### config.mk
export PLATFORM = sky130hd
export DESIGN_NAME = fifo_stream_reader_flat
export DESIGN_NICKNAME = d
export VERILOG_FILES = /design/src/rtl/fifo_stream_reader_if.sv /design/src/rtl/fifo_stream_reader.sv /design/src/flat_wrapper.sv
export SDC_FILE = /design/constraint.sdc
export NUM_CORES = 1
export LEC_CHECK = 0
export ABC_CLOCK_PERIOD_IN_PS = 2350
export BUFFER_PORTS_ARGS = -buffer_cell sky130_fd_sc_hd__buf_2
export CAP_MARGIN = 5
export CORE_MARGIN = 8
export CORE_UTILIZATION = 54
export DETAILED_ROUTE_END_ITERATION = 16
export GPL_ROUTABILITY_DRIVEN = 0
export HOLD_SLACK_MARGIN = 0.08
export PLACE_DENSITY = 0.79
export SLEW_MARGIN = 15
export SYNTH_ARGS = -nofsm -noshare
export SYNTH_HDL_FRONTEND = slang
export SYNTH_SLANG_ARGS = --single-unit
### constraint.sdc
create_clock -name clock -period 2.35 [get_ports clock]
set_input_delay 0.3525 -clock clock [delete_from_list [all_inputs] [get_ports clock]]
set_output_delay 0.3525 -clock clock [all_outputs]
set_load 0.005 [all_outputs]
### src/rtl/fifo_stream_reader_if.sv
// fifo_stream_reader_if: FIFO read port plus valid/ready byte stream.
// master is the reader side, slave is the FIFO/downstream side.
interface fifo_stream_reader_if;
  logic       fifo_empty;
  logic [7:0] fifo_data;
  logic       fifo_read_enb;
  logic       m_valid;
  logic [7:0] m_data;
  logic       m_last;
  logic       m_ready;
  modport master (
    input  fifo_empty, fifo_data, m_ready,
    output fifo_read_enb, m_valid, m_data, m_last
  );
  modport slave (
    output fifo_empty, fifo_data, m_ready,
    input  fifo_read_enb, m_valid, m_data, m_last
  );
endinterface

### src/rtl/fifo_stream_reader.sv
// fifo_stream_reader: reads a synchronous FIFO into a 2-entry skid buffer and
// presents bytes on a valid/ready stream with packet-end marking.
module fifo_stream_reader #(
  parameter int PKT_LEN = 4,
  parameter int CNT_W   = 16
) (
  input  logic                 clock,
  input  logic                 resetn,
  input  logic                 en,
  fifo_stream_reader_if.master bus,
  output logic [CNT_W-1:0]     byte_count
);
  localparam logic [7:0] LAST_IDX = 8'(PKT_LEN - 1);
  logic [1:0]       occ_q, occ_d;
  logic             inflight_q, inflight_d;
  logic [7:0]       pkt_idx_q, pkt_idx_d;
  logic [7:0]       d0_q, d0_d, d1_q, d1_d;
  logic             l0_q, l0_d, l1_q, l1_d;
  logic [CNT_W-1:0] byte_count_q, byte_count_d;
  logic             pop, cap, cap_last, rd_en;
  logic [1:0]       tail;
  always_comb begin
    pop          = (occ_q != 2'd0) & bus.m_ready;
    cap          = inflight_q;
    cap_last     = pkt_idx_q == LAST_IDX;
    // credit: buffered plus in-flight bytes, net of this cycle's pop, stay under 2
    rd_en        = en & ~bus.fifo_empty & ((occ_q + {1'b0, inflight_q} - {1'b0, pop}) < 2'd2);
    inflight_d   = rd_en & ~bus.fifo_empty;
    tail         = occ_q - {1'b0, pop};
    d0_d         = pop ? d1_q : d0_q;
    l0_d         = pop ? l1_q : l0_q;
    d1_d         = d1_q;
    l1_d         = l1_q;
    if (cap && tail == 2'd0) begin
      d0_d = bus.fifo_data;
      l0_d = cap_last;
    end
    if (cap && tail == 2'd1) begin
      d1_d = bus.fifo_data;
      l1_d = cap_last;
    end
    occ_d        = occ_q + {1'b0, cap} - {1'b0, pop};
    pkt_idx_d    = cap ? (cap_last ? 8'd0 : pkt_idx_q + 8'd1) : pkt_idx_q;
    byte_count_d = byte_count_q + CNT_W'(pop);
  end
  always_ff @(posedge clock or negedge resetn) begin
    if (!resetn) begin
      occ_q        <= 2'd0;
      inflight_q   <= 1'b0;
      pkt_idx_q    <= 8'd0;
      d0_q         <= 8'd0;
      d1_q         <= 8'd0;
      l0_q         <= 1'b0;
      l1_q         <= 1'b0;
      byte_count_q <= '0;
    end else begin
      occ_q        <= occ_d;
      inflight_q   <= inflight_d;
      pkt_idx_q    <= pkt_idx_d;
      d0_q         <= d0_d;
      d1_q         <= d1_d;
      l0_q         <= l0_d;
      l1_q         <= l1_d;
      byte_count_q <= byte_count_d;
    end
  end
  assign bus.fifo_read_enb = rd_en;
  assign bus.m_valid       = occ_q != 2'd0;
  assign bus.m_data        = d0_q;
  assign bus.m_last        = l0_q;
  assign byte_count        = byte_count_q;
  a_no_overflow: assert property (@(posedge clock) disable iff (!resetn)
    !(occ_q == 2'd2 && inflight_q && !pop));
endmodule

### src/flat_wrapper.sv
// flat-port wrapper written by rule: the top's interface ports become plain ports
module fifo_stream_reader_flat 
#(
  parameter int PKT_LEN = 4,
  parameter int CNT_W   = 16
)
  (clock, resetn, en, byte_count, bus_fifo_empty, bus_fifo_data, bus_m_ready, bus_fifo_read_enb, bus_m_valid, bus_m_data, bus_m_last);
  fifo_stream_reader_if bus_i ();
  input  logic clock;
  input  logic resetn;
  input  logic en;
  output logic [CNT_W-1:0] byte_count;
  input wire logic [$bits(bus_i.fifo_empty)-1:0] bus_fifo_empty;
  input wire logic [$bits(bus_i.fifo_data)-1:0] bus_fifo_data;
  input wire logic [$bits(bus_i.m_ready)-1:0] bus_m_ready;
  output wire logic [$bits(bus_i.fifo_read_enb)-1:0] bus_fifo_read_enb;
  output wire logic [$bits(bus_i.m_valid)-1:0] bus_m_valid;
  output wire logic [$bits(bus_i.m_data)-1:0] bus_m_data;
  output wire logic [$bits(bus_i.m_last)-1:0] bus_m_last;
  assign bus_i.fifo_empty = bus_fifo_empty;
  assign bus_i.fifo_data = bus_fifo_data;
  assign bus_i.m_ready = bus_m_ready;
  assign bus_fifo_read_enb = bus_i.fifo_read_enb;
  assign bus_m_valid = bus_i.m_valid;
  assign bus_m_data = bus_i.m_data;
  assign bus_m_last = bus_i.m_last;
  fifo_stream_reader #(.PKT_LEN(PKT_LEN), .CNT_W(CNT_W)) u_core (.clock(clock), .resetn(resetn), .en(en), .bus(bus_i), .byte_count(byte_count));
endmodule
After elaboration in Yosys (flattened, before gate mapping)
Cells that the tools add are included.
Widths: inputs -> output; s select.
Cells by class
  $add $sub $neg: 5
  order comparisons: 1
  equality and inequality tests: 2
  mux-type cells: 5
  bitwise gates (word level): 5
  reduce and logical (&&, ||, !) cells: 5
Operators with widths (count)
  $mux 8: 3
  $add 16x1->16: 1
  $add 8x1->8 const B: 1
  $eq 8x2->1 const B: 1
  $and 1x1->1: 4
  $reduce_bool 2->1: 2
  $sub 2x1->2: 2
  $add 2x1->2: 1
  $eq 2x1->1 const B: 1
  $logic_and 1x1->1: 2
  $logic_not 2->1: 1
  $lt 2x2->1 const B: 1
  $mux 1: 2
  $not 1->1: 1
Word-level totals
  register bits: 45
  input bits: 13
  output and inout bits: 27
  word-level logic and storage cells: 31

Longest topological paths before layout
Gate-level depths: netlist of the first run.
  depth after elaboration: 6
  depth in mapped cells: 8
  depth with buffers taken out: 7

Worst setup path after synthesis of the first run
Ideal clock, no wire load.
  kind: register to register
  start: register u_core.occ_q[1]
  end: register u_core.byte_count_q[5], in the netlist u_core.byte_count[5]
  library setup time: 0.080 ns
  data arrival time: 1.631 ns
  data required time: 2.270 ns
  slack: 0.639 ns
  cell stages (with the launch flop): 9
  path buffers: 1
  period minus slack after synthesis: 1.711 ns
  path through: dfrtp_1 or2_2 clkbuf_1 nand2_2 inv_1 ha_1 and3_1 nand3_1 xnor2_1
On the way
  cells in the longest elaborated chain, start to end: 3
Ends and longest elaborated chain
  start, declared: line fifo_stream_reader.sv:14  | logic [1:0] occ_q, occ_d;
  start signal, assigned: line fifo_stream_reader.sv:48  | occ_q <= 2'd0;
  start signal, assigned: line fifo_stream_reader.sv:57  | occ_q <= occ_d;
  $reduce_bool 2->1
  net bus_m_valid: line flat_wrapper.sv:17  | output wire logic [$bits(bus_i.m_valid)-1:0] bus_m_valid;
  $and 1x1->1: line fifo_stream_reader.sv:23  | pop = (occ_q != 2'd0) & bus.m_ready;
  $add 16x1->16: line fifo_stream_reader.sv:44  | byte_count_d = byte_count_q + CNT_W'(pop);
  net u_core.byte_count_d[5]: line fifo_stream_reader.sv:19  | logic [CNT_W-1:0] byte_count_q, byte_count_d;
  end signal, assigned: line fifo_stream_reader.sv:64  | byte_count_q <= byte_count_d;
  end, declared: line fifo_stream_reader.sv:19
The timed path passes the listed nets, and every way through them passes these cells.
A chain may end at the register's enable or synchronous reset.

Final worst setup path of the first run
  start: register u_core.occ_q[1]
  end: output bus_fifo_read_enb
On the way
  cells in the longest elaborated chain, start to end: 5
  elaborated cells between the ends (all ways): 6
  classes of those cells: add/sub (2); order compare (1); bitwise (2); reduce/logical (1)
Ends and longest elaborated chain
  branches (longest 2 deep; another with $add 2x1->2)
  $sub 2x1->2 (*)
  net u_core.occ_d[1]: line fifo_stream_reader.sv:14
  $lt 2x2->1 (*): line fifo_stream_reader.sv:27  | rd_en = en & ~bus.fifo_empty & ((occ_q + {1'b0, inflight_q} - {1'b0, pop}) < 2'd2);
  $and 1x1->1 (*): line fifo_stream_reader.sv:27
  end, declared: line flat_wrapper.sv:16  | output wire logic [$bits(bus_i.fifo_read_enb)-1:0] bus_fifo_read_enb;
Mark *: on every way through the listed nets, which the timed path passes.

==> flow_metrics.py, run 1 <==
metrics = {
    "final_layout": {
        "area_growth_syn_to_layout_pct": 15.17,
        "layout.area.seq_sq_um": 1126,
        "post_route_cells_drive_above_1_share_pct": 29.47,
        "post_layout_nonfiller_instances": 255,
        "multi_input_gate_area_in_the_final_layout_sq_um": 818.3,
        "antenna-diode-count": 0,
        "fillCellCount": 295,
        "finish.net_count": 223,
    },
    "timing": {
        "post-route-period-util_pct": 89.39,
        "report.final.hold_viol_count": 0,
        "final.setup_skew_ns": 0.008435,
        "timing.setup.tns_ns": 0,
        "worst-slew-pin-transition_ns": 0.9761,
        "post-route-min-period_ns": 2.101,
        "setup-violations-final": 0,
        "final_critical_path_setup_slack_ns": 0.2494,
        "fmaxAchievable_mhz": 476.0,
        "report.final.slew_viol_count": 0,
        "max-slew-margin-rel_pct": 34.93,
        "setup_repair_after_global_routing_missed_its_margin": "false",
    },
    "power": {
        "seq_power_share_pct": 54.4,
        "power.ir.vdd_worst_mv": 0.5881,
        "p_sw_share_pct": 33.21,
        "cellPowerDensity_nw_per_um2": 992.5,
        "clock_power_share_pct": 15.7,
        "p_switching_mw": 0.7484,
        "internal_power_mw": 1.505,
        "leakage_nw": 1.173,
        "comb_power_share_pct": 29.9,
    },
    "grt": {
        "globalRouteOverflowTotal": 0,
        "global_routing_usage_on_met1_pct": 15.79,
        "grt_pass1_wl_microns": 6672,
        "pin_count_of_the_biggest_net_entering_global_routing": 46,
        "antenna_found_initial": 0,
        "top_usage_layer": "met2",
        "globalRouteTotalUtil_pct": 13.88,
        "met3_usage_pct": 6.368,
        "globalRouteMet2Util_pct": 22.54,
        "grt_pass1_vias": 1483,
    },
    "floorplan": {
        "die-width_microns": 76.43,
        "floorplan.io_pins": 40,
        "die_y_microns": 76.43,
        "num_rows": 22,
        "fp.dieArea_sq_um": 5842,
        "start_util_pct": 55.10,
        "core_area_sq_um": 3578,
    },
    "placed_design": {
        "pre_cts_ws_ns": 0.5123,
        "numPlacedInstances": 247,
        "placement.io_buffers": 39,
        "hpwlAfterDp_microns": 2880,
    },
    "synth": {
        "synth_top_cells_by_area": "sky130_fd_sc_hd__dfrtp_1, sky130_fd_sc_hd__xnor2_1, sky130_fd_sc_hd__mux2i_1",
        "synth_top_family_by_area": "simple AND/OR/NAND/NOR gates",
        "post_synth_fa_ha_maj_area_fraction_pct": 2.538,
        "yosysUniqueCellTypes": 33,
        "synth_top_flop_cell": "sky130_fd_sc_hd__dfrtp_1",
        "synth-xor-area-share_pct": 8.883,
        "compound_cell_area_share_of_the_yosys_netlist_pct": 4.124,
        "synth_seq_cells": 45,
        "avgSynthCellArea_sq_um": 12.17,
        "synthesis.area_sq_um": 1972,
        "synth_simple_gate_area_share_pct": 15.48,
        "yosys.cell_count.top_type": "sky130_fd_sc_hd__dfrtp_1",
        "yosys.area.top_type_share_pct": 57.11,
        "ys.warnings.count": 0,
        "postSynthCellCount": 162,
        "asyncSetResetFlopFracSynth_pct": 100.0,
        "synth_edf_count": 0,
        "ys_seq_area_share_pct": 57.11,
        "synthesis.nets": 179,
        "synthDominantAreaCellType": "sky130_fd_sc_hd__dfrtp_1",
        "muxShareOfSynthArea_pct": 10.47,
        "post_synth_most_frequent_cells": "sky130_fd_sc_hd__dfrtp_1, sky130_fd_sc_hd__nand2_1, sky130_fd_sc_hd__xnor2_1, sky130_fd_sc_hd__o21ai_0, sky130_fd_sc_hd__mux2i_1",
    },
    "outcome": {
        "status": "completed",
    },
    "flow_run": {
        "cap_violations": 0,
    },
    "clock_network": {
        "clkLatencyLatePin_ns": 0.35,
        "cell_at_the_root_of_the_clock_tree": "sky130_fd_sc_hd__clkbuf_4",
        "cts_tree": "built",
        "post_cts_resize_count": 0,
        "max-clock-path-buffers": 2,
        "cts_max_level": 2,
        "cts.sinks": 45,
        "cts_hold_buffers": 0,
        "cts.reportedPaths.clkPinSlew_ns": 0.13,
        "numCtsBuffers": 5,
        "postCtsSetupBuffers": 0,
    },
    "setup_path": {
        "cp-end-kind": "primary output",
        "worst-r2r-cell-count": 5,
        "worstSetupStartpointType": "register",
        "r2r_slack_ns": 0.50,
        "required_ns": 2.00,
        "critical_path_class": "reg -> out",
        "path_max_fanout": 6,
        "worstPathArrival_ns": 1.75,
    },
    "detailed_routing": {
        "finalWirelength_microns": 3891,
        "drc_violations_left": 0,
        "vias": 1370,
        "vias_cell": 5.373,
        "detail_route.iter0.violations": 44,
        "wire_per_inst_microns": 15.26,
        "drt_pre_antenna_iters": 4,
        "post_drt_antenna_nets": 0,
    },
    "min_path": {
        "timing.hold.worst.class": "in -> async",
    },
}
power by group through the flow:
stage	combinational, mW	clock [mW]	sequential [mW]
3_5_place_dp	0.687	0	1.25
3_3_place_gp	0.658	0	1.22
6_report	0.674	0.353	1.23
4_1_cts	0.692	0.361	1.23
2_1_floorplan	0.434	0	1.21
5_1_grt	0.759	0.396	1.27
cell type report:
type	instances	share of cell area, %
Sequential cell	45	49.59
Multi-Input combinational cell	110	36.03
Timing Repair Buffer	40	8.926
Tap cell	48	2.645
Clock buffer	8	2.149
Inverter	4	0.6612
per-layer routing:
| metal | part of all wire [%] | wire length [microns] |
|---|---|---|
| met4 | 0.69 | 27 |
| met3 | 8.1 | 316 |
| met1 | 43 | 1660 |
| met2 | 48 | 1886 |
| met5 | 0 | 0 |
state kept, by name, indices dropped and copies added (netlist names):
signal             cells
u_core.d1_q            8
u_core.byte_count     16
u_core.bus.m_last      1
u_core.occ_q           2
u_core.cap             1
u_core.pkt_idx_q       8
u_core.l1_q            1
u_core.bus.m_data      8
kinds of logic after synthesis:
family / Yosys count
AO/OA/AOI/OAI: 14
buffers and inverters: 7
flip-flops: 45
AND/OR/NAND/NOR: 53
XOR/XNOR: 20
multiplexers: 19
adder cells (fa/ha/maj): 4
layout by cell type, fill, tap and decap left out, types with 2 or more instances in the layout:
cell type,instances
sky130_fd_sc_hd__and3_1,3
sky130_fd_sc_hd__and4_1,2
sky130_fd_sc_hd__buf_2,39
sky130_fd_sc_hd__clkbuf_1,3
sky130_fd_sc_hd__clkbuf_4,5
sky130_fd_sc_hd__dfrtp_1,45
sky130_fd_sc_hd__ha_1,4
sky130_fd_sc_hd__inv_1,4
sky130_fd_sc_hd__mux2_2,8
sky130_fd_sc_hd__mux2i_1,9
sky130_fd_sc_hd__nand2_1,19
sky130_fd_sc_hd__nand3_1,8
sky130_fd_sc_hd__nand4_1,6
sky130_fd_sc_hd__nor2_1,2
sky130_fd_sc_hd__nor3_1,2
sky130_fd_sc_hd__nor3b_1,2
sky130_fd_sc_hd__o21ai_0,10
sky130_fd_sc_hd__xnor2_1,16
sky130_fd_sc_hd__xor2_1,4
worst max-delay path: stages, from the launching register on:
cell and delay [ns]:
sky130_fd_sc_hd__dfrtp_1 0.45, sky130_fd_sc_hd__nand3b_1 0.13, sky130_fd_sc_hd__nand2_1 0.07, sky130_fd_sc_hd__ha_1 0.19, sky130_fd_sc_hd__xnor2_1 0.17, sky130_fd_sc_hd__nor3b_1 0.23
sky130_fd_sc_hd__buf_2 0.15
worst paths after layout:
path / startpoint / to
setup / recovery: u_core.occ_q[1]$_DFF_PN0_ / bus_fifo_read_enb
hold / removal: resetn / u_core.pkt_idx_q[7]$_DFFE_PN0P_
setup reg to reg: u_core.pkt_idx_q[0]$_DFFE_PN0P_ / u_core.pkt_idx_q[0]$_DFFE_PN0P_
hold reg to reg: u_core.byte_count[15]$_DFF_PN0_ / u_core.byte_count[15]$_DFF_PN0_
max in group asynchronous: resetn / u_core.d1_q[4]$_DFFE_PN0P_
min in group clock: bus_fifo_empty / u_core.cap$_DFF_PN0_
per-stage QoR:
| stage | utilization [%] | power, mW | hold slack (ns) | cell area, sq um |
|---|---|---|---|---|
| 2_1_floorplan | - | 1.645 | 0.05691 | 1972 |
| 3_3_place_gp | 62.10 | 1.882 | 0.4578 | 2222 |
| 3_5_place_dp | 62.10 | 1.935 | 0.4657 | 2222 |
| 4_1_cts | 63.46 | 2.283 | 0.1417 | 2271 |
| 5_1_grt | 63.46 | 2.424 | 0.1358 | 2271 |
| 6_report | 63.46 | 2.254 | 0.1385 | 2271 |
(Power assumes the default switching activity.)
==> run 2, diff against run 1 <==
==> constraint.sdc (replaced) <==
create_clock -name clock -period 2.35 [get_ports clock]
set_input_delay 0.1175 -clock clock [delete_from_list [all_inputs] [get_ports clock]]
set_output_delay 0.1175 -clock clock [all_outputs]
set_load 0.005 [all_outputs]
==> run 2 against run 1 <==
Compared with the run above: sequential share of layout area fell by 2.7 points; total power rose by 2.9%; routed wire length fell by 3.6%; die area did not move; global-route usage rose by 0.28 points; largest cell class unchanged.
==> flow_metrics.py, run 2 (synthesized netlist as in run 1, its figures left out) <==
metrics = {
    "outcome": {
        "status": "completed",
    },
    "setup_path": {
        "slowest_delay_ns": 0.57,
        "worstSetupStartpointType": "register",
        "r2r_start": "u_core.occ_q[1]$_DFF_PN0_",
        "critical_path_class": "reg -> reg",
        "critical_path.startpoint": "u_core.occ_q[1]$_DFF_PN0_",
        "critical_path.reg2reg.endpoint": "u_core.cap$_DFF_PN0_",
        "path_max_fanout": 6,
        "worst-r2r-cell-count": 6,
        "worst_path_max_delay_cell": "sky130_fd_sc_hd__dlygate4sd3_1",
        "required_ns": 2.60,
        "cp-end-kind": "register",
        "worstPathArrival_ns": 2.13,
        "worstPathCellList": "nand3b_1 -> nand2_1 -> ha_1 -> xnor2_1 -> nor3b_1 -> dlygate4sd3_1",
        "r2r_slack_ns": 0.48,
        "critical_path_capture_point": "u_core.cap$_DFF_PN0_",
    },
    "grt": {
        "antenna_found_initial": 0,
        "grt_pass1_vias": 1557,
        "pin_count_of_the_biggest_net_entering_global_routing": 46,
        "globalRouteTotalUtil_pct": 14.17,
        "globalRouteOverflowTotal": 0,
        "grt_pass1_wl_microns": 6796,
    },
    "detailed_routing": {
        "detail_route.iter0.violations": 79,
        "vias": 1389,
        "wire_per_inst_microns": 14.10,
        "drt_pre_antenna_iters": 4,
        "post_drt_antenna_nets": 0,
        "vias_cell": 5.222,
        "finalWirelength_microns": 3751,
        "drc_violations_left": 0,
    },
    "final_layout": {
        "fillCellCount": 282,
        "final_core_util_pct": 67.13,
        "final_design_area_no_fill_sq_um": 2402,
        "finish.net_count": 234,
        "post_layout_nonfiller_instances": 266,
        "layout_common_cells": "sky130_fd_sc_hd__dfrtp_1, sky130_fd_sc_hd__buf_2, sky130_fd_sc_hd__nand2_1, sky130_fd_sc_hd__xnor2_1, sky130_fd_sc_hd__dlygate4sd3_1",
        "layout.cells.most_common": "sky130_fd_sc_hd__dfrtp_1",
        "area_growth_syn_to_layout_pct": 21.83,
        "largest_reg_flops": 16,
        "post_route_cells_drive_above_1_share_pct": 29.36,
        "antenna-diode-count": 0,
    },
    "placed_design": {
        "numPlacedInstances": 247,
        "place_area_sq_um": 2222,
        "pre_cts_ws_ns": 0.5515,
        "hpwlAfterDp_microns": 2771,
        "placement.io_buffers": 39,
    },
    "floorplan": {
        "die-width_microns": 76.43,
        "floorplan.io_pins": 40,
        "core_area_sq_um": 3578,
        "die_y_microns": 76.43,
        "num_rows": 22,
        "fp.dieArea_sq_um": 5842,
        "start_util_pct": 55.10,
    },
    "clock_network": {
        "cts_max_level": 2,
        "clkLatencyLatePin_ns": 0.36,
        "cts.sinks": 45,
        "numCtsBuffers": 5,
        "postCtsSetupBuffers": 0,
        "cell_at_the_root_of_the_clock_tree": "sky130_fd_sc_hd__clkbuf_4",
        "max-clock-path-buffers": 2,
        "cts_tree": "built",
        "cts.reportedPaths.clkPinSlew_ns": 0.13,
    },
    "timing": {
        "final_critical_path_setup_slack_ns": 0.4792,
        "setup_repair_after_global_routing_missed_its_margin": "false",
        "max-slew-margin-rel_pct": 37.42,
        "report.final.hold_viol_count": 0,
        "fin_hold_ws_ns": 0.2181,
        "final.setup_skew_ns": 0.01143,
        "post-route-min-period_ns": 1.871,
        "timing.setup.tns_ns": 0,
        "post-route-period-util_pct": 79.61,
        "worst-slew-pin-transition_ns": 0.9388,
        "setup-violations-final": 0,
        "fmaxAchievable_mhz": 534.5,
        "report.final.slew_viol_count": 0,
    },
    "power": {
        "cellPowerDensity_nw_per_um2": 965.7,
        "power.ir.vdd_worst_mv": 0.6647,
        "total_power_mw": 2.320,
        "leakage_nw": 1.235,
    },
    "min_path": {
        "timing.hold.worst.class": "in -> reg",
    },
    "flow_run": {
        "cap_violations": 0,
    },
}
## run 2: cell types whose count changed in the layout (fill, tap and decap cells not counted)
cell,delta
sky130_fd_sc_hd__dlygate4sd3_1,+11
sky130_fd_sc_hd__clkbuf_1,-3
sky130_fd_sc_hd__clkbuf_8,+2
sky130_fd_sc_hd__clkinv_2,+1
## run 2: report_power, final
group	switching (mW)	leakage [nW]	internal, mW
logic	0.310	0.611	0.377
clock network	0.232	0.0413	0.174
registers	0.205	0.583	1.02
total	0.747	1.23	1.57
## run 2: worst min path at each step
| stage | startpoint | endpoint | slack [ns] | cells after the start |
|---|---|---|---|---|
| 2_1_floorplan | resetn | u_core.bus.m_data[0]$_DFFE_PN0P_ | -0.18 | 0 |
| 3_3_place_gp | bus_fifo_empty | u_core.cap$_DFF_PN0_ | 0.29 | 2 |
| 3_5_place_dp | bus_fifo_empty | u_core.cap$_DFF_PN0_ | 0.29 | 2 |
| 4_1_cts | bus_m_ready | u_core.occ_q[0]$_DFF_PN0_ | 0.20 | 4 |
| 5_1_grt | bus_m_ready | u_core.byte_count[1]$_DFF_PN0_ | 0.24 | 3 |
| 6_report | bus_m_ready | u_core.occ_q[0]$_DFF_PN0_ | 0.22 | 4 |
## run 2: per-layer routing
metal / GRT usage (%) / part of all wire [%] / vias up
met5: 0 / 0 / -
met4: 6.154 / 2.2 / 0
met3: 6.486 / 10 / 7
met2: 22.02 / 45 / 57
met1: 16.40 / 43 / 651
li1: - / - / 674
## run 2: cell type report
| cell class | count | area, sq um | area share [%] |
|---|---|---|---|
| Clock buffer | 7 | 65.06 | 2.708 |
| Clock inverter | 1 | 5.005 | 0.2083 |
| Timing Repair Buffer | 51 | 312.8 | 13.02 |
| Tap cell | 48 | 60.06 | 2.500 |
| Multi-Input combinational cell | 110 | 818.3 | 34.06 |
| Inverter | 4 | 15.01 | 0.6250 |
| Sequential cell | 45 | 1126 | 46.88 |
## run 2: worst max-delay path: cells and delay by family (launching register included)
family                   cells  cell delay, ns
flip-flops                   1            0.45
buffers and inverters        1            0.57
adder cells (fa/ha/maj)      1            0.19
XOR/XNOR                     1            0.27
AND/OR/NAND/NOR              3            0.30
## run 2: repair_timing
action                                 CTS  global route
gates resized for setup                  0             0
endpoints found under the hold margin   62             0
hold buffers                            11             0
==> run 3, diff against run 2 <==
Settings changed: ABC_CLOCK_PERIOD_IN_PS 2350 to 1500, CORE_UTILIZATION 54 to 48, PLACE_DENSITY 0.79 to 0.74.
Clock period 2.35 ns to 1.5 ns, I/O delays scaled along.
==> run 3 against run 2 <==
Compared with the run above: the run now ends with setup timing left; register-to-register slack lost 0.65 ns; fmax is 12% higher; critical path depth fell by 1; die area increased by 9.8%; non-clock buffer count rose by 19; critical path type unchanged; largest power group unchanged.
==> flow_metrics.py, run 3 (synthesized netlist as in run 1, its figures left out) <==
metrics = {
    "floorplan": {
        "start_util_pct": 49.65,
        "num_rows": 23,
        "core_area_sq_um": 3971,
        "die_y_microns": 80.10,
        "fp.dieArea_sq_um": 6415,
        "die-width_microns": 80.10,
        "floorplan.io_pins": 40,
    },
    "setup_path": {
        "worstPathCellList": "ha_2 -> or4b_4 -> nor4_4 -> nor2_2 -> mux2_4",
        "crit_family": "simple AND/OR/NAND/NOR gates",
        "worst-path-buf-inv": 0,
        "critical_path_class": "reg -> reg",
        "cp-end-kind": "register",
        "worstSetupStartpointType": "register",
        "worst_path_max_delay_cell": "sky130_fd_sc_hd__or4b_4",
        "worstPathArrival_ns": 1.86,
        "required_ns": 1.68,
        "slowest_delay_ns": 0.47,
        "path_max_fanout": 3,
    },
    "detailed_routing": {
        "drc_violations_left": 0,
        "vias": 1466,
        "detail_route.iter0.violations": 53,
        "finalWirelength_microns": 4340,
        "wire_per_inst_microns": 15.12,
        "post_drt_antenna_nets": 0,
        "vias_cell": 5.108,
        "drt_pre_antenna_iters": 4,
    },
    "final_layout": {
        "layout_common_cells": "sky130_fd_sc_hd__dfrtp_1, sky130_fd_sc_hd__buf_2, sky130_fd_sc_hd__nand2_1, sky130_fd_sc_hd__buf_4, sky130_fd_sc_hd__xnor2_1",
        "layout.cells.most_common": "sky130_fd_sc_hd__dfrtp_1",
        "finish.net_count": 253,
        "fillCellCount": 307,
        "area_growth_syn_to_layout_pct": 37.31,
        "largest_reg_flops": 16,
        "antenna-diode-count": 0,
        "post_layout_nonfiller_instances": 287,
        "post_route_cells_drive_above_1_share_pct": 41.77,
        "final_design_area_no_fill_sq_um": 2708,
        "final_core_util_pct": 68.18,
    },
    "power": {
        "p_sw_share_pct": 33.00,
        "p_switching_mw": 1.384,
        "power.ir.vdd_worst_mv": 0.8787,
        "leakage_nw": 1.356,
        "total_power_mw": 4.195,
        "comb_power_share_pct": 38.0,
        "seq_power_share_pct": 45.0,
        "internal_power_mw": 2.811,
        "cellPowerDensity_nw_per_um2": 1549,
        "clock_power_share_pct": 17.1,
    },
    "placed_design": {
        "place_area_sq_um": 2369,
        "numPlacedInstances": 264,
        "hpwlAfterDp_microns": 2967,
        "placement.io_buffers": 39,
    },
    "timing": {
        "worst-slew-pin-transition_ns": 0.5142,
        "report.final.slew_viol_count": 0,
        "final.setup_skew_ns": 0.007232,
        "report.final.hold_viol_count": 0,
        "setup-violations-final": 6,
        "post-route-min-period_ns": 1.675,
        "post-route-period-util_pct": 111.7,
        "final_critical_path_setup_slack_ns": -0.1753,
        "setup_repair_after_global_routing_missed_its_margin": "true",
        "max-slew-margin-rel_pct": 65.72,
        "timing.setup.tns_ns": -0.6785,
        "fmaxAchievable_mhz": 596.9,
    },
    "outcome": {
        "status": "finished with violations",
        "failed_checks": "setup timing",
    },
    "grt": {
        "grt_pass1_wl_microns": 7148,
        "pin_count_of_the_biggest_net_entering_global_routing": 25,
        "antenna_found_initial": 0,
        "globalRouteTotalUtil_pct": 14.12,
        "globalRouteOverflowTotal": 0,
        "grt_pass1_vias": 1558,
    },
    "flow_run": {
        "cap_violations": 0,
    },
    "clock_network": {
        "cts.sinks": 45,
        "cts_max_level": 2,
        "cts.reportedPaths.clkPinSlew_ns": 0.08,
        "numCtsBuffers": 5,
        "cell_at_the_root_of_the_clock_tree": "sky130_fd_sc_hd__clkbuf_8",
        "cts_tree": "built",
        "max-clock-path-buffers": 2,
        "clkLatencyLatePin_ns": 0.30,
    },
    "min_path": {
        "timing.hold.worst.class": "in -> reg",
    },
}
run 3: cell count changes in the layout (fill, tap and decap cells not counted), moves of 3 or more:
cell                       before  now
sky130_fd_sc_hd__buf_4          1   17
sky130_fd_sc_hd__ha_1           4    1
sky130_fd_sc_hd__clkbuf_4       5    0
sky130_fd_sc_hd__clkbuf_8       2    5
run 3: area by class of cell:
cell class / count / area [sq um] / area share [%]
inverters: 4 / 15.01 / 0.5545
repair buffers: 70 / 475.5 / 17.56
clock buffers: 6 / 72.57 / 2.680
clock inverters: 2 / 10.01 / 0.3697
multi-input cells: 110 / 945.9 / 34.94
flip-flops and latches: 45 / 1126 / 41.59
well taps: 50 / 62.56 / 2.311
run 3: power groups by stage:
stage | sequential [mW] | combinational [mW] | clock (mW)
2_1_floorplan | 1.90 | 0.758 | 0
3_3_place_gp | 1.89 | 1.30 | 0
3_5_place_dp | 1.90 | 1.35 | 0
4_1_cts | 1.87 | 1.45 | 0.734
5_1_grt | 1.94 | 1.78 | 0.779
6_report | 1.89 | 1.59 | 0.716
run 3: worst register-to-register path, stage by stage (launching register included):
cell                      delay (ns)
sky130_fd_sc_hd__dfrtp_1        0.35
sky130_fd_sc_hd__ha_2           0.18
sky130_fd_sc_hd__or4b_4         0.47
sky130_fd_sc_hd__nor4_4         0.23
sky130_fd_sc_hd__nor2_2         0.07
sky130_fd_sc_hd__mux2_4         0.26
run 3: what timing repair did:
item                       4_1_cts  5_1_grt
setup endpoints to repair        6       22
hold endpoints to repair        38        0
buffers inserted                 2        2
hold buffers                    11        0
pin swaps                        4        5
resized for setup                5       18
cloned                           0        0
run 3: final timing paths:
check,cells after the start,end,start,slack [ns]
worst max-delay path,5,u_core.pkt_idx_q[0]$_DFFE_PN0P_,u_core.pkt_idx_q[0]$_DFFE_PN0P_,-0.18
worst min-delay path,4,u_core.byte_count[0]$_DFF_PN0_,bus_m_ready,0.22
max in group asynchronous,3,u_core.bus.m_data[3]$_DFFE_PN0P_,resetn,0.71
worst max register to register,5,u_core.pkt_idx_q[0]$_DFFE_PN0P_,u_core.pkt_idx_q[0]$_DFFE_PN0P_,-0.18
worst min register to register,1,u_core.byte_count[15]$_DFF_PN0_,u_core.byte_count[15]$_DFF_PN0_,0.48
min in group asynchronous,2,u_core.byte_count[4]$_DFF_PN0_,resetn,0.28
run 3: routing by layer:
layer | share of wire [%] | global-route usage [%] | wire, microns | up-vias
met5 | 0 | 0 | 0 | -
met4 | 1.4 | 5.455 | 62 | 0
met2 | 48 | 21.83 | 2073 | 42
met1 | 43 | 17.00 | 1848 | 706
li1 | - | - | - | 712
met3 | 8.2 | 6.027 | 355 | 6
run 3: metrics by stage:
step / setup WS, ns / hold WS [ns]
floorplan: -0.1778 / -0.2206
global placement: -0.09931 / 0.08117
detailed placement: -0.1498 / 0.07634
CTS: -0.1610 / 0.2134
global route: -0.2616 / 0.2395
finish: -0.1753 / 0.2177
